### src/rtl/cpu_defs_pkg.sv
// Shared CPU definitions: fetch FSM states, reset PC default, opcode/func constants.
package cpu_defs;

  localparam int unsigned XLEN   = 32;
  localparam int unsigned OP_W   = 6;
  localparam int unsigned FUNC_W = 6;
  localparam int unsigned IMM_W  = 16;
  localparam int unsigned TGT_W  = 26;

  localparam logic [XLEN-1:0] RESET_PC_DEFAULT = 32'h0000_0000;

  typedef enum logic {
    FETCH = 1'b0,
    HOLD  = 1'b1
  } fetch_state_e;

  // Opcodes (instr[31:26])
  localparam logic [OP_W-1:0] OP_RTYPE = 6'h00;
  localparam logic [OP_W-1:0] OP_J     = 6'h02;
  localparam logic [OP_W-1:0] OP_BEQ   = 6'h04;
  localparam logic [OP_W-1:0] OP_ADDI  = 6'h08;
  localparam logic [OP_W-1:0] OP_LW    = 6'h23;
  localparam logic [OP_W-1:0] OP_SW    = 6'h2B;

  // R-type function codes (instr[5:0])
  localparam logic [FUNC_W-1:0] FUNC_ADD = 6'h20;
  localparam logic [FUNC_W-1:0] FUNC_SUB = 6'h22;
  localparam logic [FUNC_W-1:0] FUNC_AND = 6'h24;
  localparam logic [FUNC_W-1:0] FUNC_OR  = 6'h25;
  localparam logic [FUNC_W-1:0] FUNC_SLT = 6'h2A;

endpackage

### src/rtl/inst_fetch_pc_next.sv
// Next-PC selection: jump over taken branch over sequential.
module pc_next
  import cpu_defs::*;
(
  input  logic [XLEN-1:0]  pc_plus4,
  input  logic             branch,
  input  logic             zero,
  input  logic             jump,
  input  logic [IMM_W-1:0] imm16,
  input  logic [TGT_W-1:0] target26,
  output logic [XLEN-1:0]  next_pc_c
);

  logic [XLEN-1:0] br_off;

  assign br_off = {{(XLEN-IMM_W-2){imm16[IMM_W-1]}}, imm16, 2'b00};

  always_comb begin
    next_pc_c = pc_plus4;
    if (jump) begin
      next_pc_c = {pc_plus4[XLEN-1:XLEN-4], target26, 2'b00};
    end else if (branch && zero) begin
      next_pc_c = pc_plus4 + br_off;
    end
  end

endmodule

### src/rtl/inst_fetch.sv
// Instruction fetch: requests a word at pc, holds it for decode, advances pc on handshake.
module inst_fetch
  import cpu_defs::*;
#(
  parameter logic [XLEN-1:0] RESET_PC = RESET_PC_DEFAULT
) (
  input  logic               clk,
  input  logic               rst,
  output logic               imem_req,
  output logic [XLEN-1:0]    imem_addr,
  input  logic               imem_ack,
  input  logic [XLEN-1:0]    imem_rdata,
  output logic [XLEN-1:0]    instr,
  output logic [OP_W-1:0]    op,
  output logic [FUNC_W-1:0]  func,
  output logic               instr_valid,
  input  logic               instr_ready,
  output logic [XLEN-1:0]    pc,
  output logic [XLEN-1:0]    pc_plus4,
  input  logic               Branch,
  input  logic               Zero,
  input  logic               Jump,
  input  logic [IMM_W-1:0]   imm16,
  input  logic [TGT_W-1:0]   target26,
  output logic [XLEN-1:0]    instr_count
);

  fetch_state_e    state_q, state_d;
  logic [XLEN-1:0] pc_q, instr_q, count_q;
  logic [XLEN-1:0] pc_d;
  logic            capture, transfer;

  pc_next u_pc_next (
    .pc_plus4  (pc_plus4),
    .branch    (Branch),
    .zero      (Zero),
    .jump      (Jump),
    .imm16     (imm16),
    .target26  (target26),
    .next_pc_c (pc_d)
  );

  // State register; low pc bits forced to zero so pc stays word-aligned.
  always_ff @(posedge clk) begin
    if (rst) begin
      state_q <= FETCH;
      pc_q    <= {RESET_PC[XLEN-1:2], 2'b00};
      instr_q <= '0;
      count_q <= '0;
    end else begin
      state_q <= state_d;
      if (capture) begin
        instr_q <= imem_rdata;
      end
      if (transfer) begin
        pc_q    <= {pc_d[XLEN-1:2], 2'b00};
        count_q <= count_q + XLEN'(1);
      end
    end
  end

  // Next-state and control decode.
  always_comb begin
    state_d     = state_q;
    imem_req    = 1'b0;
    instr_valid = 1'b0;
    capture     = 1'b0;
    transfer    = 1'b0;
    case (state_q)
      FETCH: begin
        imem_req = 1'b1;
        if (imem_ack) begin
          capture = 1'b1;
          state_d = HOLD;
        end
      end
      HOLD: begin
        instr_valid = 1'b1;
        if (instr_ready) begin
          transfer = 1'b1;
          state_d  = FETCH;
        end
      end
      default: state_d = FETCH;
    endcase
  end

  assign imem_addr   = pc_q;
  assign pc          = pc_q;
  assign pc_plus4    = pc_q + XLEN'(4);
  assign instr       = instr_q;
  assign op          = instr_q[XLEN-1:XLEN-OP_W];
  assign func        = instr_q[FUNC_W-1:0];
  assign instr_count = count_q;

endmodule
### config.mk
export PLATFORM = sky130hd
export DESIGN_NAME = inst_fetch
export DESIGN_NICKNAME = d
export VERILOG_FILES = /design/src/rtl/cpu_defs_pkg.sv /design/src/rtl/inst_fetch_pc_next.sv /design/src/rtl/inst_fetch.sv
export SDC_FILE = /design/constraint.sdc
export NUM_CORES = 1
export LEC_CHECK = 0
export ABC_AREA = 1
export CAP_MARGIN = 15
export CORE_MARGIN = 2
export CORE_UTILIZATION = 48
export CTS_CLUSTER_DIAMETER = 100
export CTS_CLUSTER_SIZE = 30
export DETAILED_ROUTE_END_ITERATION = 10
export PLACE_DENSITY_LB_ADDON = 0.12
export REMOVE_ABC_BUFFERS = 1
export SLEW_MARGIN = 20
export SYNTH_ARGS = -nofsm -noshare
export SYNTH_HDL_FRONTEND = slang
export SYNTH_HIERARCHICAL = 1
export SYNTH_SLANG_ARGS = --single-unit
export TNS_END_PERCENT = 50
### constraint.sdc
create_clock -name clk -period 3 [get_ports clk]
set_input_delay 0.6 -clock clk [delete_from_list [all_inputs] [get_ports clk]]
set_output_delay 0.6 -clock clk [all_outputs]
set_load 0.05 [all_outputs]
# [Word-level counts from Yosys, hierarchy flattened]
# Index checks and enable logic that the tools add are counted.
[op_classes] add_sub_neg=3 n_mux=10 bitwise_logic=1 reduce_logical=1
[ops] op="$mux W32" n=2
[ops] op="$add A32 B1 Y32 const B" n=1
[ops] op="$add A32 B3 Y32 const B" n=1
[ops] op="$add A32 B32 Y32" n=1
[ops] op="$mux W1" n=7
[ops] op="$pmux W1 S2" n=1
[ops] op="$logic_and A1 B1 Y1" n=1
[ops] op="$not A1 Y1" n=1
[word_totals] ff_bits=95 inputBits=81 elab_cells=19

# [Depth between registers and ports, before layout]
# Gate-level depths: netlist (run 1).
[logic_depth] word_depth=4 mapped_depth=23 depth_no_buf=23

# [Cells and area by module]
# The synthesis (run 1) kept the hierarchy.
[by_module_without_submodules] mod="inst_fetch" n_inst=1 cells_each=732 area_each_um2=5039.8 seq_area_each_um2=1901.8
[by_module_without_submodules] mod="pc_next" n_inst=1 cells_each=557 area_each_um2=2768.9 seq_area_each_um2=0.0

# [Least setup slack after synthesis (run 1)]
# Ideal clock, no wire load.
[synth_timing] path_kind="reg2reg" start="reg pc_q[3] (netlist: imem_addr[3])" end="reg pc_q[31] (netlist: imem_addr[31])" setup_ns=0.116 arrival_ns=3.916 slack_ns=-1.031 stages_incl_launch_ff=23 path_buffers=0 period_less_slack_ns=4.031 path_cell_list="dfxtp_1 > ha_1 > nand2_1 > nor3_4 > nand2_2 > nor2_4 > nand2_2 > xnor2_1 > ha_1 > nand2_1 > nand2_1 > nand2_1 > nand2_1 > inv_1 > nand2_1 > a21oi_1 > nand2_2 > nand2_2 > nand3_2 > nand2_1 > nand2_1 > o21ai_0 > nor2_1"
[synth_via] elab_chain_len=4
[synth_lines] element="from (decl)" line_no="inst_fetch.sv:29" source="logic [XLEN-1:0] pc_q, instr_q, count_q;"
[synth_lines] element="from (signal assigned)" line_no="inst_fetch.sv:47" source="pc_q <= {RESET_PC[XLEN-1:2], 2'b00};"
[synth_lines] element="from (signal assigned)" line_no="inst_fetch.sv:56" source="pc_q <= {pc_d[XLEN-1:2], 2'b00};"
[synth_lines] element="$add A32 B3 Y32" line_no="inst_fetch.sv:90" source="assign pc_plus4 = pc_q + XLEN'(4);"
[synth_lines] element="named net pc_plus4[20]" line_no="inst_fetch.sv:19" source="output logic [XLEN-1:0] pc_plus4,"
[synth_lines] element="$add A32 B32 Y32" line_no="inst_fetch_pc_next.sv:23" source="next_pc_c = pc_plus4 + br_off;"
[synth_lines] element="$mux W32" line_no="inst_fetch_pc_next.sv:22" source="end else if (branch && zero) begin"
[synth_lines] element="$mux W32" line_no="inst_fetch_pc_next.sv:20" source="if (jump) begin"
[synth_lines] element="named net pc_d[31]" line_no="inst_fetch.sv:30" source="logic [XLEN-1:0] pc_d;"
# The timed path passes the listed nets, and every way through them passes these cells.
# A chain may end at the register's enable or synchronous reset.

# [Worst setup path after layout (run 1)]
[layout_timing] start="reg pc_q[3] (netlist: imem_addr[3])" end="reg pc_q[27] (netlist: imem_addr[27])"
[layout_via] elab_chain_len=4
[layout_lines] element="$add A32 B3 Y32 *" line_no="inst_fetch.sv:90"
[layout_lines] element="$add A32 B32 Y32" line_no="inst_fetch_pc_next.sv:23"
[layout_lines] element="$mux W32 *" line_no="inst_fetch_pc_next.sv:22"
[layout_lines] element="$mux W32 *" line_no="inst_fetch_pc_next.sv:20"
[layout_lines] element="named net pc_d[27]" line_no="inst_fetch.sv:30"
# Mark *: on every way through the listed nets, which the timed path passes. The rest lies on a longest branch.

==> impl_results.md, run 1 <==
* Pleak at 0.005474 uW
* Clock root buffer: clkbuf_16
* Slew HR at 0.4681
* Gpl congestion at 0.9677
* Initial DRC Count at 777
* Vias per cell at 5.263
* Avg Inst Size Synth at 6.065 sq um
* Initial Util at 0.4906
* Critical Path AT at 3240 ps
* Multi-input gate area at 0.005753 sq mm
* # fillers at 1240
* P&R area growth vs syn at 59.91%
* WL final at 29800 um
* FP Rows at 46
* Reg2reg setup slack at -20 ps
* Status: finished with violations
* Share of cells above drive strength 1 at 0.2578
* PortBufs at 248
* DRC viols at 0
* Fin. Hold Viols at 0
* Cells after synthesis at 1285
* Max-cap violations at 0
* Critical path startpoint category: flip-flop
* Peak VDD IR at 0.3510 mV
* Failing checks: setup timing
* Chip Height at 131.4 um
* CP max-delay cell: dfxtp_4
* Die ar. at 0.01727 sq mm
* Register area at 0.001926 sq mm
* RSZ-0062 raised after global routing: yes
* Antenna diode count at 0
* Final WS setup at -18.15 ps
* Per-cell routed wire length at 16.36 um
* Cell chain of the critical path: ha_4 -> nand2_4 -> nor3_4 -> nand2_2 -> nor2_4 -> nand2_2 -> xnor2_2 -> buf_4 -> ha_4 -> nand2_8 -> nor2_4 -> inv_2 -> nor3_2 -> nand2_1 -> nand3_1 -> nand3_1 -> nand2_1 -> nand2_1 -> o21ai_1 -> a21oi_1
* Setup TNS Final at -21.12 ps
* Final HPWL DP at 22300 um
* Worst hold slack at 487.0 ps
* Place WS at -272.2 ps
* Die W at 131.4 um
* Critical path class: flip-flop to flip-flop
* Via count at 9590
* First-pass DRT Iterations at 6
* Worst Path Required at 3220 ps
* Post-route ant nets at 0
* Final setup violation count at 2
* Ports at 255
* Grt ovf at 0
* Top cell by count, worst path: nand2_1
* Crit path largest cell delay at 370 ps
* Clock Skew at 7.991 ps
* Post-layout nets at 1714
* Crit path max fanout at 4
* Fin crit share at 1.006
* Delay-heaviest family, CP: simple AND/OR/NAND/NOR gates
* Pwr dens at 359.4 mW/mm^2
* Mapped cell area at 0.007794 sq mm
* Largest net degree at the start of global routing at 45
* Buf/Inv on CP at 2
* Worst skew pair latency at 350 ps
* Antenna violations before repair at 0
* First-pass GRT wire length at 43290 um
* Fmax at 331.3 MHz
* CTS Buf Count at 9
* Slew @ Worst Pin at 796.7 ps
* Slew Limit Fails at 0
* Tmin final at 3018 ps
* CTS clk-pin slew, worst paths at 80 ps
* Core Area at 0.01589 sq mm
* H-tree depth at 3
* TritonCTS clock tree: yes
* Clk sink count at 95
* Clk buf depth at 2
* Min-Delay Path Class: flip-flop to flip-flop
* Total GRT Usage at 0.3098
* Ys Warns at 6
* CP Capture Type: flip-flop
* Number of global-route vias before repair at 8601
==> sequential cells by signal, summed over array words and instances, names as in the netlist <==
signal,count
state_q,1
instr_count,32
instr,32
imem_addr,30
==> cell usage in the layout (no fill, tap or decap), types with 11 or more instances in the layout <==
master / instances
nand3_1: 62
buf_4: 140
xor2_1: 11
o21ai_0: 86
clkdlybuf4s50_1: 222
a21oi_2: 14
dfxtp_1: 80
o21a_1: 13
nor2_4: 22
dfxtp_2: 13
nor2_1: 193
inv_2: 18
inv_1: 130
nand4_1: 14
a21oi_1: 35
nand2_1: 279
nand2_2: 57
xor2_2: 11
o21ai_1: 15
nor2_2: 24
ha_4: 21
buf_12: 19
==> report_power, final <==
part	internal (uW)	switching, uW	leakage, uW
clock network	591	556	0.000144
logic	760	1190	0.00455
registers	1330	60.4	0.000784
==> area by class of cell <==
class                           count  area share
Multi-Input combinational cell    964      0.4616
Clock inverter                      7    0.005823
Clock buffer                        9     0.01807
Inverter                          150     0.04518
Tap cell                          216     0.02168
Timing Repair Buffer              381      0.2931
Sequential cell                    95      0.1545
==> metrics by stage <==
step | total power, uW | utilization | std cells | cell area (sq um)
2_1_floorplan | 2407 | - | 1209 | 7307
3_3_place_gp | 3136 | 0.6990 | 1789 | 11100
3_5_place_dp | 3148 | 0.6990 | 1789 | 11100
4_1_cts | 4316 | 0.7290 | 1807 | 11580
5_1_grt | 4651 | 0.7846 | 1822 | 12460
6_report | 4480 | 0.7846 | 1822 | 12460
==> timing repair <==
action	in CTS	in global routing
pin swaps	4	85
gates resized for setup	29	188
setup buffers	2	15
setup endpoints to repair	18	24
hold buffers	0	0
==> per-layer routing <==
layer,share of wire,global-route usage
met1,0.39,0.3861
met2,0.49,0.5343
met3,0.088,0.05556
met4,0.035,0.1129
met5,0,0
==> path summary, 6_finish.rpt <==
kind	start	to	cells after the start
max	imem_addr[3]	imem_addr[27]	20
max reg2reg	imem_addr[3]	imem_addr[27]	20
min	instr[17]	instr[17]	2
min reg2reg	instr[17]	instr[17]	2
==> worst register-to-register path, cell delays in order (launching register included) <==
cell and delay, ps:
dfxtp_4 370, ha_4 150, nand2_4 60, nor3_4 220
nand2_2 120, nor2_4 170, nand2_2 80, xnor2_2 130
buf_4 160, ha_4 330, nand2_8 80, nor2_4 160
inv_2 60, nor3_2 190, nand2_1 110, nand3_1 110
nand3_1 90, nand2_1 60, nand2_1 50, o21ai_1 130
a21oi_1 50
Power figures use the tool's default switching activity.
==> run 2, diff against run 1 <==
--- a/config.mk
+++ b/config.mk
@@ -14,6 +14,7 @@
 export DETAILED_ROUTE_END_ITERATION = 10
 export PLACE_DENSITY_LB_ADDON = 0.12
 export REMOVE_ABC_BUFFERS = 1
+export SKIP_LAST_GASP = 1
 export SLEW_MARGIN = 20
 export SYNTH_ARGS = -nofsm -noshare
 export SYNTH_HDL_FRONTEND = slang
==> impl_results.md, run 2 (same netlist as run 1, synthesis figures left out) <==
* Status: finished, final reports clean (was finished with violations)
* FP Rows at 46 (unchanged)
* Max-cap violations at 0 (unchanged)
* Antenna violations before repair at 0 (unchanged)
* CTS Buf Count at 9 (unchanged)
* Pleak at 0.005459 uW (was 0.005474 uW)
* Number of global-route vias before repair at 8590 (was 8601)
* Sw frac at 0.4018 (was 0.4023)
* Worst skew pair latency at 350 ps (about the same)
* Per-cell routed wire length at 16.17 um (was 16.36 um)
* CP max-delay cell: dfxtp_4 (unchanged)
* Internal Power at 2672 uW (was 2677 uW)
* Peak VDD IR at 0.3509 mV (was 0.3510 mV)
* Ports at 255 (unchanged)
* Grt ovf at 0 (unchanged)
* WL final at 29480 um (was 29800 um)
* Final setup violation count at 0 (was 2)
* Fmax at 333.8 MHz (was 331.3 MHz)
* TritonCTS clock tree: yes (unchanged)
* Chip Height at 131.4 um (unchanged)
* DRC viols at 0 (unchanged)
* Slew Limit Fails at 0 (unchanged)
* Post-route ant nets at 0 (unchanged)
* Initial DRC Count at 722 (was 777)
* Clk sink count at 95 (unchanged)
* Crit path largest cell delay at 380 ps (was 370 ps)
* Initial Util at 0.4906 (unchanged)
* First-pass GRT wire length at 43240 um (was 43290 um)
* CP Capture Type: flip-flop (unchanged)
* Worst Path Required at 3220 ps (about the same)
* Total GRT Usage at 0.3095 (was 0.3098)
* Fin cells at 1823 (was 1822)
* Die ar. at 0.01727 sq mm (unchanged)
* Critical path class: flip-flop to flip-flop (unchanged)
* Tmin final at 2996 ps (was 3018 ps)
* Most frequent cells in the layout: nand2_1, clkdlybuf4s50_1, nor2_1, buf_4, inv_1 (unchanged)
* Setup TNS Final at 0 ps (was -21.12 ps)
* Via count at 9506 (was 9590)
* Slew @ Worst Pin at 797.5 ps (was 796.7 ps)
* Slew HR at 0.4675 (was 0.4681)
* Clock share of power at 0.257 (was 0.256)
* Sw power at 1794 uW (was 1802 uW)
* Share of cells above drive strength 1 at 0.2539 (was 0.2578)
* Sequential Power Share at 0.311 (was 0.310)
* Fin. Hold Viols at 0 (unchanged)
* Die W at 131.4 um (unchanged)
* Crit path max fanout at 4 (unchanged)
* Gpl congestion at 0.9677 (unchanged)
* Clock root buffer: clkbuf_16 (unchanged)
* CTS clk-pin slew, worst paths at 70 ps (was 80 ps)
* Cell chain of the critical path: ha_4 -> nand2_4 -> nor3_4 -> nand2_2 -> nor2_4 -> nand2_2 -> xnor2_2 -> buf_4 -> ha_4 -> nand2_8 -> nor2_4 -> inv_2 -> nor3_2 -> nand2_1 -> nand3_1 -> nand3_1 -> nand2_1 -> nand2_1 -> o21ai_1 -> a21oi_1 (unchanged)
* Pwr dens at 359.7 mW/mm^2 (was 359.4 mW/mm^2)
* RSZ-0062 raised after global routing: yes (unchanged)
* H-tree depth at 3 (unchanged)
* Vias per cell at 5.214 (was 5.263)
* Critical path startpoint category: flip-flop (unchanged)
* Antenna diode count at 0 (unchanged)
* Top cell by count, worst path: nand2_1 (unchanged)
* Dpl cells at 1789 (unchanged)
* Comb power frac at 0.433 (was 0.434)
* Min-Delay Path Class: flip-flop to flip-flop (unchanged)
* Largest net degree at the start of global routing at 45 (unchanged)
* Fin crit share at 0.9985 (was 1.006)
* Commonest non-fill, non-tap cell in the layout: nand2_1 (unchanged)
* Clock Skew at 7.231 ps (was 7.991 ps)
* Critical Path AT at 3220 ps (was 3240 ps)
* Final HPWL DP at 22300 um (unchanged)
* Core Area at 0.01589 sq mm (unchanged)
* P&R area growth vs syn at 59.32% (was 59.91%)
* Post-layout nets at 1715 (was 1714)
* PortBufs at 248 (unchanged)
* Clk buf depth at 2 (unchanged)
* First-pass DRT Iterations at 5 (was 6)
## run 2: power groups by stage
| stage | registers (uW) | clock network, uW | logic [uW] |
|---|---|---|---|
| CTS | 1380 | 1160 | 1770 |
| global route | 1400 | 1200 | 2030 |
| global placement | 1410 | 0 | 1730 |
| detailed placement | 1410 | 0 | 1740 |
| finish | 1390 | 1150 | 1930 |
| floorplan | 1770 | 0 | 637 |
## run 2: stage by stage
step	instance area (sq um)	total power (uW)	utilization	worst slack, ps	hold slack, ps
after floorplan	7307	2407	-	-1428	672.4
after global placement	11100	3136	0.6990	-223.5	461.3
after detailed placement	11100	3148	0.6990	-272.2	475.0
after CTS	11570	4315	0.7283	-26.68	488.9
after global routing	12420	4637	0.7817	-167.4	508.0
final	12420	4466	0.7817	4.410	486.1
## run 2: layer usage
layer  share of wire  vias up  track usage  routed length [um]
li1                -     4631            -                   -
met3           0.085       64      0.05826                2507
met1            0.39     4344       0.3840               11550
met2            0.49      467       0.5361               14340
met5               0        -            0                   0
met4           0.037        0       0.1081                1086
## run 2: critical path, delay by kind of cell (launching register included)
kind	cells	cell delay (ps)
xor gates and xnor gates	1	130
AOI/OAI and AO/OA	2	170
adders and majority gates	2	480
buffers and inverters	2	220
DFF	1	380
and+or+nand+nor	13	1470
## run 2: path summary, 6_finish.rpt
| path | startpoint | depth (start not counted) | slack (ps) | to |
|---|---|---|---|---|
| hold reg to reg | instr[13] | 2 | 490 | instr[13] |
| setup reg to reg | imem_addr[3] | 20 | 4 | imem_addr[27] |
| setup / recovery | imem_addr[3] | 20 | 4 | imem_addr[27] |
| hold / removal | instr[13] | 2 | 490 | instr[13] |
## run 2: cell type report
type	count	area (sq um)
Sequential cell	95	1926
Clock inverter	7	72.57
Timing Repair Buffer	382	3661
Clock buffer	9	225.2
Fill cell	1244	3468
Inverter	150	563.0
Multi-Input combinational cell	964	5699
Tap cell	216	270.3
## run 2: timing repair
item / in CTS / in global routing
hold buffers: 0 / 0
buffers inserted: 2 / 16
gates resized for setup: 26 / 183
endpoints found under the setup margin: 18 / 25
pin swaps: 3 / 78
hold endpoints to repair: 0 / 0
==> run 3, diff against run 2 <==
--- a/config.mk
+++ b/config.mk
@@ -5,10 +5,9 @@
 export SDC_FILE = /design/constraint.sdc
 export NUM_CORES = 1
 export LEC_CHECK = 0
-export ABC_AREA = 1
 export CAP_MARGIN = 15
 export CORE_MARGIN = 2
-export CORE_UTILIZATION = 48
+export CORE_UTILIZATION = 46
 export CTS_CLUSTER_DIAMETER = 100
 export CTS_CLUSTER_SIZE = 30
 export DETAILED_ROUTE_END_ITERATION = 10
==> impl_results.md, run 3 <==
* Status: finished with violations (was finished, final reports clean)
* Failing checks: setup timing
* Sw frac at 0.3298 (was 0.4018)
* Vias per cell at 5.518 (was 5.214)
* Comb power frac at 0.331 (was 0.433)
* Cell chain of the critical path: nand4_1 -> buf_4 -> nor4_4 -> buf_6 -> buf_6 -> nand4_1 -> xnor2_2 -> ha_4 -> and3_4 -> o211ai_1 -> buf_4 -> a41oi_2 -> inv_2 -> buf_4 -> nor4b_4 -> a211oi_2 -> xnor2_1 -> nand2_1 -> a21oi_1 (was ha_4 -> nand2_4 -> nor3_4 -> nand2_2 -> nor2_4 -> nand2_2 -> xnor2_2 -> buf_4 -> ha_4 -> nand2_8 -> nor2_4 -> inv_2 -> nor3_2 -> nand2_1 -> nand3_1 -> nand3_1 -> nand2_1 -> nand2_1 -> o21ai_1 -> a21oi_1)
* Min-Delay Path Class: flip-flop to flip-flop (unchanged)
* WL final at 26200 um (was 29480 um)
* Commonest non-fill, non-tap cell in the layout: clkdlybuf4s50_1 (was nand2_1)
* Critical path startpoint category: flip-flop (unchanged)
* PortBufs at 248 (unchanged)
* Die W at 127.2 um (was 131.4 um)
* TritonCTS clock tree: yes (unchanged)
* Ys Warns at 6 (unchanged)
* Antenna violations before repair at 0 (unchanged)
* DRC viols at 0 (unchanged)
* First-pass GRT wire length at 39330 um (was 43240 um)
* Crit path max fanout at 5 (was 4)
* Core Area at 0.01503 sq mm (was 0.01589 sq mm)
* Per-cell routed wire length at 17.27 um (was 16.17 um)
* Fin crit share at 1.145 (was 0.9985)
* FP Rows at 45 (was 46)
* Avg Inst Size Synth at 7.393 sq um (was 6.065 sq um)
* Clk sink count at 95 (unchanged)
* Critical Path AT at 3700 ps (was 3220 ps)
* Number of global-route vias before repair at 7647 (was 8590)
* Crit path largest cell delay at 340 ps (was 380 ps)
* Largest net degree at the start of global routing at 70 (was 45)
* P&R area growth vs syn at 72.77% (was 59.32%)
* Cells after synthesis at 944 (was 1285)
* Initial Util at 0.4643 (was 0.4906)
* Clk buf depth at 2 (unchanged)
* Pleak at 0.004838 uW (was 0.005459 uW)
* Slew Limit Fails at 0 (unchanged)
* CTS clk-pin slew, worst paths at 70 ps (about the same)
* Top cell by count, worst path: buf_4 (was nand2_1)
* Final Util at 0.8021 (was 0.7817)
* Met2 Use GR at 0.4946 (was 0.5361)
* Mapped cell area at 0.006979 sq mm (was 0.007794 sq mm)
* Most frequent cells in the layout: clkdlybuf4s50_1, buf_4, nand2_1, a21oi_1, dfxtp_1 (was nand2_1, clkdlybuf4s50_1, nor2_1, buf_4, inv_1)
* Antenna diode count at 0 (unchanged)
* Worst skew pair latency at 340 ps (was 350 ps)
* GR Util met3 at 0.06951 (was 0.05826)
* Fin. Hold Viols at 0 (unchanged)
* CTS Buf Count at 9 (unchanged)
* Post-route ant nets at 0 (unchanged)
* Max-cap violations at 0 (unchanged)
* Post-layout nets at 1437 (was 1715)
* Dpl cells at 1472 (was 1789)
* Fmax at 291.2 MHz (was 333.8 MHz)
* Gpl congestion at 0.9441 (was 0.9677)
* Via count at 8371 (was 9506)
* Die ar. at 0.01617 sq mm (was 0.01727 sq mm)
* Initial DRC Count at 668 (was 722)
* Total GRT Usage at 0.3006 (was 0.3095)
* Pwr dens at 305.8 mW/mm^2 (was 359.7 mW/mm^2)
* RSZ-0062 raised after global routing: yes (unchanged)
* Met1 usage at 0.4028 (was 0.3840)
* Final setup violation count at 24 (was 0)
* Tmin final at 3434 ps (was 2996 ps)
* H-tree depth at 3 (unchanged)
* Setup TNS Final at -6810 ps (was 0 ps)
* First-pass DRT Iterations at 6 (was 5)
* GRT Max-Usage Layer: met2 (unchanged)
* Clock Skew at 7.378 ps (was 7.231 ps)
* CP max-delay cell: dfxtp_2 (was dfxtp_4)
* Internal Power at 2471 uW (was 2672 uW)
* Peak VDD IR at 0.3412 mV (was 0.3509 mV)
* Clock share of power at 0.309 (was 0.257)
* Final HPWL DP at 19020 um (was 22300 um)
* Critical path class: flip-flop to flip-flop (unchanged)
* Ports at 255 (unchanged)
* Sequential Power Share at 0.360 (was 0.311)
* Final Power at 3688 uW (was 4466 uW)
* Slew @ Worst Pin at 599.0 ps (was 797.5 ps)
* Final WS setup at -434.2 ps (was 4.410 ps)
* Share of cells above drive strength 1 at 0.2904 (was 0.2539)
* CP Capture Type: flip-flop (unchanged)
* Grt ovf at 0 (unchanged)
* Worst Path Required at 3270 ps (was 3220 ps)
* Chip Height at 127.2 um (was 131.4 um)
* Clock root buffer: clkbuf_16 (unchanged)
* Slew HR at 0.6006 (was 0.4675)
* Sw power at 1216 uW (was 1794 uW)
* Fin cells at 1517 (was 1823)
## run 3: changes by cell type in the layout (fill, tap and decap cells not counted), sizes merged, moves of 14 or more
cell / change
nor2: -197
nand2: -149
inv: -133
buf: +85
a21oi: +66
o21ai: -63
nand3: -46
xnor2: +27
or4: +19
o31ai: +14
## run 3: final cells by class
type	count	area, sq um
inverter	20	75.07
fill	1054	2975
sequential	95	1919
clock inverter	7	73.82
multi-input combinational	729	5154
clock buffer	9	225.2
timing repair buffer	469	4375
tap	188	235.2
## run 3: metrics by stage
stage	area [sq um]	hold slack [ps]	setup WS, ps
3_5_place_dp	10740	446.3	-606.5
3_3_place_gp	10740	440.5	-496.4
4_1_cts	11630	455.7	-290.3
6_report	12060	452.1	-434.2
2_1_floorplan	6384	669.1	-2164
5_1_grt	12060	478.6	-627.3
## run 3: path summary, 6_finish.rpt
path                         to  cells after the start          from  slack (ps)
hold reg to reg       instr[13]                      2     instr[13]         450
setup / recovery  imem_addr[31]                     19  imem_addr[6]        -430
setup reg to reg  imem_addr[31]                     19  imem_addr[6]        -430
hold / removal        instr[13]                      2     instr[13]         450
## run 3: power groups by stage
stage                     Clock (uW)  Combinational, uW  Sequential [uW]
after floorplan                    0                347             1560
after CTS                       1170               1160             1330
after detailed placement           0               1100             1350
after global routing            1200               1280             1330
after global placement             0               1090             1350
final                           1140               1220             1330
## run 3: metal layers
metal / vias up / part of all wire
li1: 4040 / -
met1: 3936 / 0.44
met2: 352 / 0.47
met3: 43 / 0.078
met4: 0 / 0.017
met5: - / 0
## run 3: worst max-delay path: cells and delay by family (launching register included)
family | cells | cell delay (ps)
XOR/XNOR | 2 | 400
AND/OR/NAND/NOR | 6 | 930
adder cells (fa/ha/maj) | 1 | 290
buffers and inverters | 6 | 860
AO/OA/AOI/OAI | 4 | 530
flip-flops | 1 | 340
## run 3: repair_timing
item	4_1_cts	5_1_grt
endpoints found under the setup margin	23	27
hold buffers	0	0
resized for setup	83	68
pin swaps	60	52
setup buffers	19	13
